## src/rtl/chess_turn_controller.sv

```systemverilog
// Chess clock turn controller: 1 s prescaler, turn/pause/timeout FSM, per-player CE and decrement routing.
// All outputs registered or decoded from state; ticks appear one cycle after the wrapping edge; no backpressure.
module chess_turn_controller #(
  parameter int SEC_DIV = 100_000_000
) (
  input  logic       CLK,
  input  logic       CLR,
  input  logic       START,
  input  logic       PAUSE,
  input  logic       BTN_A,
  input  logic       BTN_B,
  input  logic       ZERO_A,
  input  logic       ZERO_B,
  output logic       CE_A,
  output logic       CE_B,
  output logic       TICK_A,
  output logic       TICK_B,
  output logic       ACTIVE,
  output logic [1:0] STATE,
  output logic       FLAG_A,
  output logic       FLAG_B
);

  localparam int PW = $clog2(SEC_DIV);
  localparam logic [PW-1:0] PRESC_LAST = PW'(SEC_DIV - 1);

  typedef enum logic [1:0] {
    S_IDLE    = 2'b00,
    S_RUN     = 2'b01,
    S_PAUSED  = 2'b10,
    S_TIMEOUT = 2'b11
  } state_t;

  state_t          state_q, state_d;
  logic            active_q, active_d;
  logic [PW-1:0]   presc_q, presc_d;
  logic            tick_a_q, tick_a_d;
  logic            tick_b_q, tick_b_d;
  logic            flag_a_q, flag_a_d;
  logic            flag_b_q, flag_b_d;
  logic            zero_mine;
  logic            btn_mine;

  always_ff @(posedge CLK or posedge CLR) begin
    if (CLR) begin
      state_q  <= S_IDLE;
      active_q <= 1'b0;
      presc_q  <= '0;
      tick_a_q <= 1'b0;
      tick_b_q <= 1'b0;
      flag_a_q <= 1'b0;
      flag_b_q <= 1'b0;
    end else begin
      state_q  <= state_d;
      active_q <= active_d;
      presc_q  <= presc_d;
      tick_a_q <= tick_a_d;
      tick_b_q <= tick_b_d;
      flag_a_q <= flag_a_d;
      flag_b_q <= flag_b_d;
    end
  end

  // Only the player on move can time out or hand over the turn.
  assign zero_mine = active_q ? ZERO_B : ZERO_A;
  assign btn_mine  = active_q ? BTN_B  : BTN_A;

  always_comb begin
    state_d  = state_q;
    active_d = active_q;
    presc_d  = presc_q;
    tick_a_d = 1'b0;
    tick_b_d = 1'b0;
    flag_a_d = flag_a_q;
    flag_b_d = flag_b_q;
    case (state_q)
      S_IDLE: begin
        if (START) begin
          state_d  = S_RUN;
          active_d = 1'b0;
          presc_d  = '0;
        end
      end
      S_RUN: begin
        if (zero_mine) begin
          state_d = S_TIMEOUT;
          if (active_q) flag_b_d = 1'b1;
          else          flag_a_d = 1'b1;
        end else if (PAUSE) begin
          state_d = S_PAUSED;
        end else if (btn_mine) begin
          // Handing over the move restarts the second and drops any tick due now.
          active_d = ~active_q;
          presc_d  = '0;
        end else if (presc_q == PRESC_LAST) begin
          presc_d  = '0;
          tick_a_d = ~active_q;
          tick_b_d = active_q;
        end else begin
          presc_d = presc_q + PW'(1);
        end
      end
      S_PAUSED: begin
        if (START) state_d = S_RUN;
      end
      S_TIMEOUT: begin
      end
      default: begin
        state_d = S_IDLE;
      end
    endcase
  end

  always_comb begin
    STATE  = state_q;
    ACTIVE = active_q;
    CE_A   = (state_q == S_RUN) && !active_q;
    CE_B   = (state_q == S_RUN) && active_q;
    TICK_A = tick_a_q;
    TICK_B = tick_b_q;
    FLAG_A = flag_a_q;
    FLAG_B = flag_b_q;
  end

endmodule
```

## config.mk

```make
export PLATFORM = sky130hd
export DESIGN_NAME = chess_turn_controller
export DESIGN_NICKNAME = d
export VERILOG_FILES = /design/src/rtl/chess_turn_controller.sv
export SDC_FILE = /design/constraint.sdc
export NUM_CORES = 1
export LEC_CHECK = 0
export ABC_AREA = 1
export CAP_MARGIN = 40
export CORE_MARGIN = 3
export CORE_UTILIZATION = 60
export CTS_BUF_LIST = sky130_fd_sc_hd__clkbuf_2 sky130_fd_sc_hd__clkbuf_4 sky130_fd_sc_hd__clkbuf_8
export DETAILED_ROUTE_END_ITERATION = 16
export PLACE_DENSITY = 0.84
export SLEW_MARGIN = 5
export SYNTH_ARGS = -nofsm -noshare
export SYNTH_HDL_FRONTEND = slang
export SYNTH_SLANG_ARGS = --single-unit
```

## constraint.sdc

```tcl
create_clock -name CLK -period 1.9 [get_ports CLK]
set_input_delay 0.57 -clock CLK [delete_from_list [all_inputs] [get_ports CLK]]
set_output_delay 0.57 -clock CLK [all_outputs]
set_load 0.02 [all_outputs]
```

# Word-level counts from Yosys, hierarchy flattened
# Index checks and enable logic that the tools add are counted.
# word_totals
reg_bits	34
inputBits	8
out_inout_bits	9
elab_cells	57
# op_classes
add_sub_neg	1
eq_ne	9
mux	27
bitwise	1
reduce_logical	12
# op_table
cell	count
$mux 27	5
$pmux 27 s2	1
$add 27x1->27 const B	1
$eq 27x27->1 const B	1
$mux 1	16
$reduce_and 3->1	3
$ne 2x2->1 const B	4
$mux 2	3
$reduce_and 5->1	1
$pmux 2 s2	1
$reduce_and 4->1	1
$reduce_bool 2->1	2
$ne 3x3->1 const B	1
$eq 2x1->1 const B	1
$eq 2x2->1 const B	1
$logic_and 1x1->1	2
$logic_not 2->1	1
$ne 2x1->1 const B	1
$pmux 1 s2	1
$reduce_or 2->1	1
$logic_not 1->1	1
$not 1->1	1

# Logic depth before layout (Yosys ltp)
# depth
word_depth	6
ltp_mapped	11
depth_no_buf	10

# Worst setup path after synthesis
# Ideal clock, no wire load.
# synth_timing
path_kind	reg-to-output
from	register state_q[0] (netlist: STATE[0])
to	output CE_A
arrival_time_ns	1.140
required_ns	1.330
setup_slack_ns	0.190
path_stages_with_launch	5
n_path_buf	0
cell_sequence	dfrtp_1 -> inv_2 -> nor2_8 -> inv_1 -> nor2_1
# synth_between
elab_chain_len	2
# synth_rtl
element	line	rtl
start: declaration	34	state_t state_q, state_d;
start signal: assignment	54	state_q <= state_d;
$eq 2x1->1	117	CE_A = (state_q == S_RUN) && !active_q;
$logic_and 1x1->1	117	
end: declaration	14	output logic CE_A,
# No other way between the ends.

# Worst setup path after layout
# layout_timing
from	register state_q[1] (netlist: STATE[1])
to	output STATE[1]
# layout_rtl
element	line	rtl
end: declaration	19	output logic [1:0] STATE,
# No word-level cell between the ends.

==> impl_metrics.xml <==
<?xml version="1.0" encoding="UTF-8"?>
<metrics>
  <group name="status">
    <metric name="status" unit="">finished clean</metric>
  </group>
  <group name="power_and_ir_drop">
    <metric name="part_of_the_total_power_dissipated_in_combinational_logic" unit="%">45.0</metric>
    <metric name="power" unit="mW">2.364</metric>
    <metric name="power.switching" unit="mW">0.9332</metric>
    <metric name="p_int" unit="mW">1.431</metric>
    <metric name="peakVddDrop" unit="mV">0.7952</metric>
    <metric name="clock_power_share" unit="%">19.1</metric>
    <metric name="power.static_leakage" unit="nW">1.272</metric>
    <metric name="power_density" unit="nW/um^2">912.7</metric>
    <metric name="sequentialPowerShare" unit="%">35.9</metric>
    <metric name="swShare" unit="%">39.48</metric>
  </group>
  <group name="global_routing">
    <metric name="grt_pass1_wl" unit="um">8894</metric>
    <metric name="grt.overflow.total" unit="">0</metric>
    <metric name="antenna_found_initial" unit="">0</metric>
    <metric name="grt_start_max_net_pins" unit="">35</metric>
    <metric name="grt_usage" unit="%">26.86</metric>
    <metric name="first_global_vias" unit="">2043</metric>
  </group>
  <group name="layout">
    <metric name="synthToLayoutAreaGrowth" unit="%">19.31</metric>
    <metric name="insertedDiodeCount" unit="">0</metric>
    <metric name="nNetsFinal" unit="">358</metric>
    <metric name="post-route-cell-area" unit="sq um">2590</metric>
    <metric name="drive_above_1_share" unit="%">15.43</metric>
  </group>
  <group name="setup_path">
    <metric name="critical_path_peak_fanout" unit="">3</metric>
    <metric name="cp_data_required_time" unit="ns">1.33</metric>
    <metric name="timing.critical_path.to_type" unit="">primary output</metric>
    <metric name="worstSetupStartpointType" unit="">register</metric>
    <metric name="timing.reg2reg.setup_slack" unit="ns">0.23</metric>
    <metric name="critPathArrivalTime" unit="ns">1.26</metric>
    <metric name="critical_path_class" unit="">register to primary output</metric>
  </group>
  <group name="floorplan">
    <metric name="io_pins" unit="">17</metric>
    <metric name="fp.dieArea" unit="sq um">4376</metric>
    <metric name="die_width" unit="um">66.15</metric>
    <metric name="die_height" unit="um">66.15</metric>
    <metric name="initial_utilization" unit="%">63.55</metric>
    <metric name="num_rows" unit="">21</metric>
    <metric name="core_region_area" unit="sq um">3416</metric>
  </group>
  <group name="cts">
    <metric name="cts_max_path_buffers" unit="">2</metric>
    <metric name="htreeDepth" unit="">2</metric>
    <metric name="post_cts_setup_repair_bufs" unit="">0</metric>
    <metric name="clkSlewWorstSetupHoldPaths" unit="ns">0.11</metric>
    <metric name="ctsHoldBuffers" unit="">0</metric>
    <metric name="cts_buffers" unit="">5</metric>
    <metric name="cts-root-buf" unit="">clkbuf_4</metric>
    <metric name="clock_sink_count" unit="">34</metric>
    <metric name="cts_tree" unit="">yes</metric>
    <metric name="clock_insertion_delay_worst_skew" unit="ns">0.35</metric>
  </group>
  <group name="timing">
    <metric name="postLayoutSetupSlackWorst" unit="ns">0.07243</metric>
    <metric name="max_freq" unit="GHz">0.5472</metric>
    <metric name="grt_setup_unrepaired" unit="">no</metric>
    <metric name="worst_skew" unit="ns">0.01395</metric>
    <metric name="slew_headroom" unit="%">71.62</metric>
    <metric name="final-setup-viol-count" unit="">0</metric>
    <metric name="post-route-period-util" unit="%">96.19</metric>
    <metric name="min_period" unit="ns">1.828</metric>
    <metric name="number_of_slew_limit_violations_in_the_final_report" unit="">0</metric>
    <metric name="hold_violations" unit="">0</metric>
    <metric name="hold_slack" unit="ns">0.4855</metric>
    <metric name="final.setup.tns" unit="ns">0</metric>
    <metric name="max_slew.worst_pin.slew" unit="ns">0.4257</metric>
  </group>
  <group name="synthesis">
    <metric name="synthArstFlopShare" unit="%">100.0</metric>
    <metric name="synth_largest_type_area_fraction" unit="%">39.19</metric>
    <metric name="synth-warning-count" unit="">0</metric>
    <metric name="synth-seq-cells" unit="">34</metric>
    <metric name="syn_area" unit="sq um">2171</metric>
    <metric name="post_synth.cell_area_avg" unit="sq um">7.025</metric>
    <metric name="netlist_top_cells_area" unit="">dfrtp_1 39%, nand2_1 15%, nor2_1 8.8%</metric>
    <metric name="library_cell_occupying_the_most_area_in_the_post_synthesis_netlist" unit="">dfrtp_1</metric>
    <metric name="synth_sequential_area_ratio" unit="%">39.19</metric>
    <metric name="postSynthNetCount" unit="">318</metric>
    <metric name="synth-edff-count" unit="">0</metric>
    <metric name="synthesis.instances" unit="">309</metric>
    <metric name="synth_cell_types" unit="">32</metric>
    <metric name="synth_top_flop_cell" unit="">dfrtp_1</metric>
  </group>
  <group name="flow_run">
    <metric name="cap_viol_max_count" unit="">0</metric>
  </group>
  <group name="route">
    <metric name="first_pass_iters" unit="">6</metric>
    <metric name="route.detailed.drc" unit="">0</metric>
    <metric name="wl_per_cell" unit="um">12.94</metric>
    <metric name="via_per_inst" unit="">5.323</metric>
    <metric name="via_count" unit="">2108</metric>
    <metric name="final_antenna_net_count" unit="">0</metric>
    <metric name="wirelength" unit="um">5123</metric>
    <metric name="dr.first_iter.drc_count" unit="">181</metric>
  </group>
  <group name="placed_design">
    <metric name="placed_area" unit="sq um">2517</metric>
    <metric name="routabilityCongestion" unit="">0.9267</metric>
    <metric name="dp_slack" unit="ns">-0.2285</metric>
    <metric name="portBuffers" unit="">16</metric>
    <metric name="detailed_place_hpwl" unit="um">3875</metric>
  </group>
  <group name="min_path">
    <metric name="min_path_type" unit="">register to register</metric>
  </group>
</metrics>
## cell usage after synthesis, types with 2 or more instances
cell	n
a31oi_1	2
nand2_1	85
nor2_4	3
a21oi_1	3
o21ai_0	7
nor2_1	51
nand4_1	11
nand3_1	26
nor3_1	5
inv_1	45
nor2_2	3
nand2_4	2
dfrtp_1	34
inv_2	2
o21bai_1	5
nand2_2	4
nor3b_1	2
xor2_1	5
## flip-flops by register name, indices dropped and copies added, names as in the netlist
register  count
ACTIVE        1
FLAG_A        1
FLAG_B        1
STATE         2
TICK_A        1
TICK_B        1
presc_q      27
## per-layer routing
layer | routed length (um) | track usage [%] | up-vias
met2 | 2406 | 44.11 | 79
met1 | 2239 | 33.91 | 967
met4 | 73 | 11.68 | 0
met3 | 403 | 5.612 | 7
met5 | 0 | 0 | -
li1 | - | - | 1055
## worst max-delay path, cell delays in order (launching register included)
cell	delay, ns
dfrtp_2	0.46
buf_4	0.16
clkdlybuf4s15_1	0.28
## cell type report
cell class / instances / area, sq um
Multi-Input combinational cell: 225 / 1124
Sequential cell: 34 / 852.1
Fill cell: 284 / 825.8
Timing Repair Buffer: 35 / 310.3
Inverter: 48 / 182.7
Clock buffer: 7 / 58.81
Tap cell: 46 / 57.56
Clock inverter: 1 / 5.005
## cells in the final DEF, fill, tap and decap left out, types with 2 or more instances in the layout
| cell type | netlist | final |
|---|---|---|
| a21oi_1 | 3 | 3 |
| a31oi_1 | 2 | 2 |
| buf_4 | 0 | 19 |
| clkbuf_4 | 0 | 6 |
| clkdlybuf4s50_1 | 0 | 7 |
| dfrtp_1 | 34 | 33 |
| dlygate4sd2_1 | 0 | 5 |
| inv_1 | 45 | 44 |
| inv_2 | 2 | 3 |
| nand2_1 | 85 | 84 |
| nand2_2 | 4 | 5 |
| nand2_4 | 2 | 2 |
| nand3_1 | 26 | 26 |
| nand4_1 | 11 | 11 |
| nor2_1 | 51 | 49 |
| nor2_2 | 3 | 4 |
| nor2_4 | 3 | 4 |
| nor3_1 | 5 | 5 |
| nor3b_1 | 2 | 2 |
| o21ai_0 | 7 | 7 |
| o21bai_1 | 5 | 5 |
| xor2_1 | 5 | 5 |
## worst paths after layout
| check | startpoint | end | cells past startpoint |
|---|---|---|---|
| min in group asynchronous | CLR | presc_q[6] | 3 |
| max in group asynchronous | CLR | presc_q[25] | 3 |
| worst min register to register | FLAG_A | FLAG_A | 1 |
| worst max-delay path | STATE[1] | STATE[1] | 2 |
| worst max register to register | presc_q[1] | presc_q[2] | 9 |
| worst min-delay path | FLAG_A | FLAG_A | 1 |
## stage by stage
stage / instances / utilization [%]
after floorplan: 309 / -
after global placement: 388 / 73.70
after detailed placement: 388 / 73.70
after CTS: 396 / 75.09
after global routing: 396 / 75.82
final: 396 / 75.82
## kinds of logic (layout without fill, tap and decap cells)
logic type      Yosys count  count (layout)  synth area share [%]
buf+inv                  50              91                 9.625
xor+xnor                  6               6                 2.421
flops                    34              34                 39.19
compound gates           21              21                 5.879
fa+ha+maj                 1               1                0.5763
simple gates            197             197                 42.30
## power by group through the flow
| stage | Clock [mW] | Sequential (mW) | Combinational [mW] |
|---|---|---|---|
| global route | 0.483 | 0.859 | 1.16 |
| detailed placement | 0 | 0.855 | 1.07 |
| CTS | 0.456 | 0.844 | 1.03 |
| finish | 0.451 | 0.849 | 1.06 |
| global placement | 0 | 0.854 | 1.04 |
| floorplan | 0 | 0.920 | 0.525 |
## timing repair
action,CTS,global route
pin swaps,0,1
resized for setup,15,10
endpoints found under the setup margin,8,11
No activity file was read; power rests on OpenSTA's default activity.
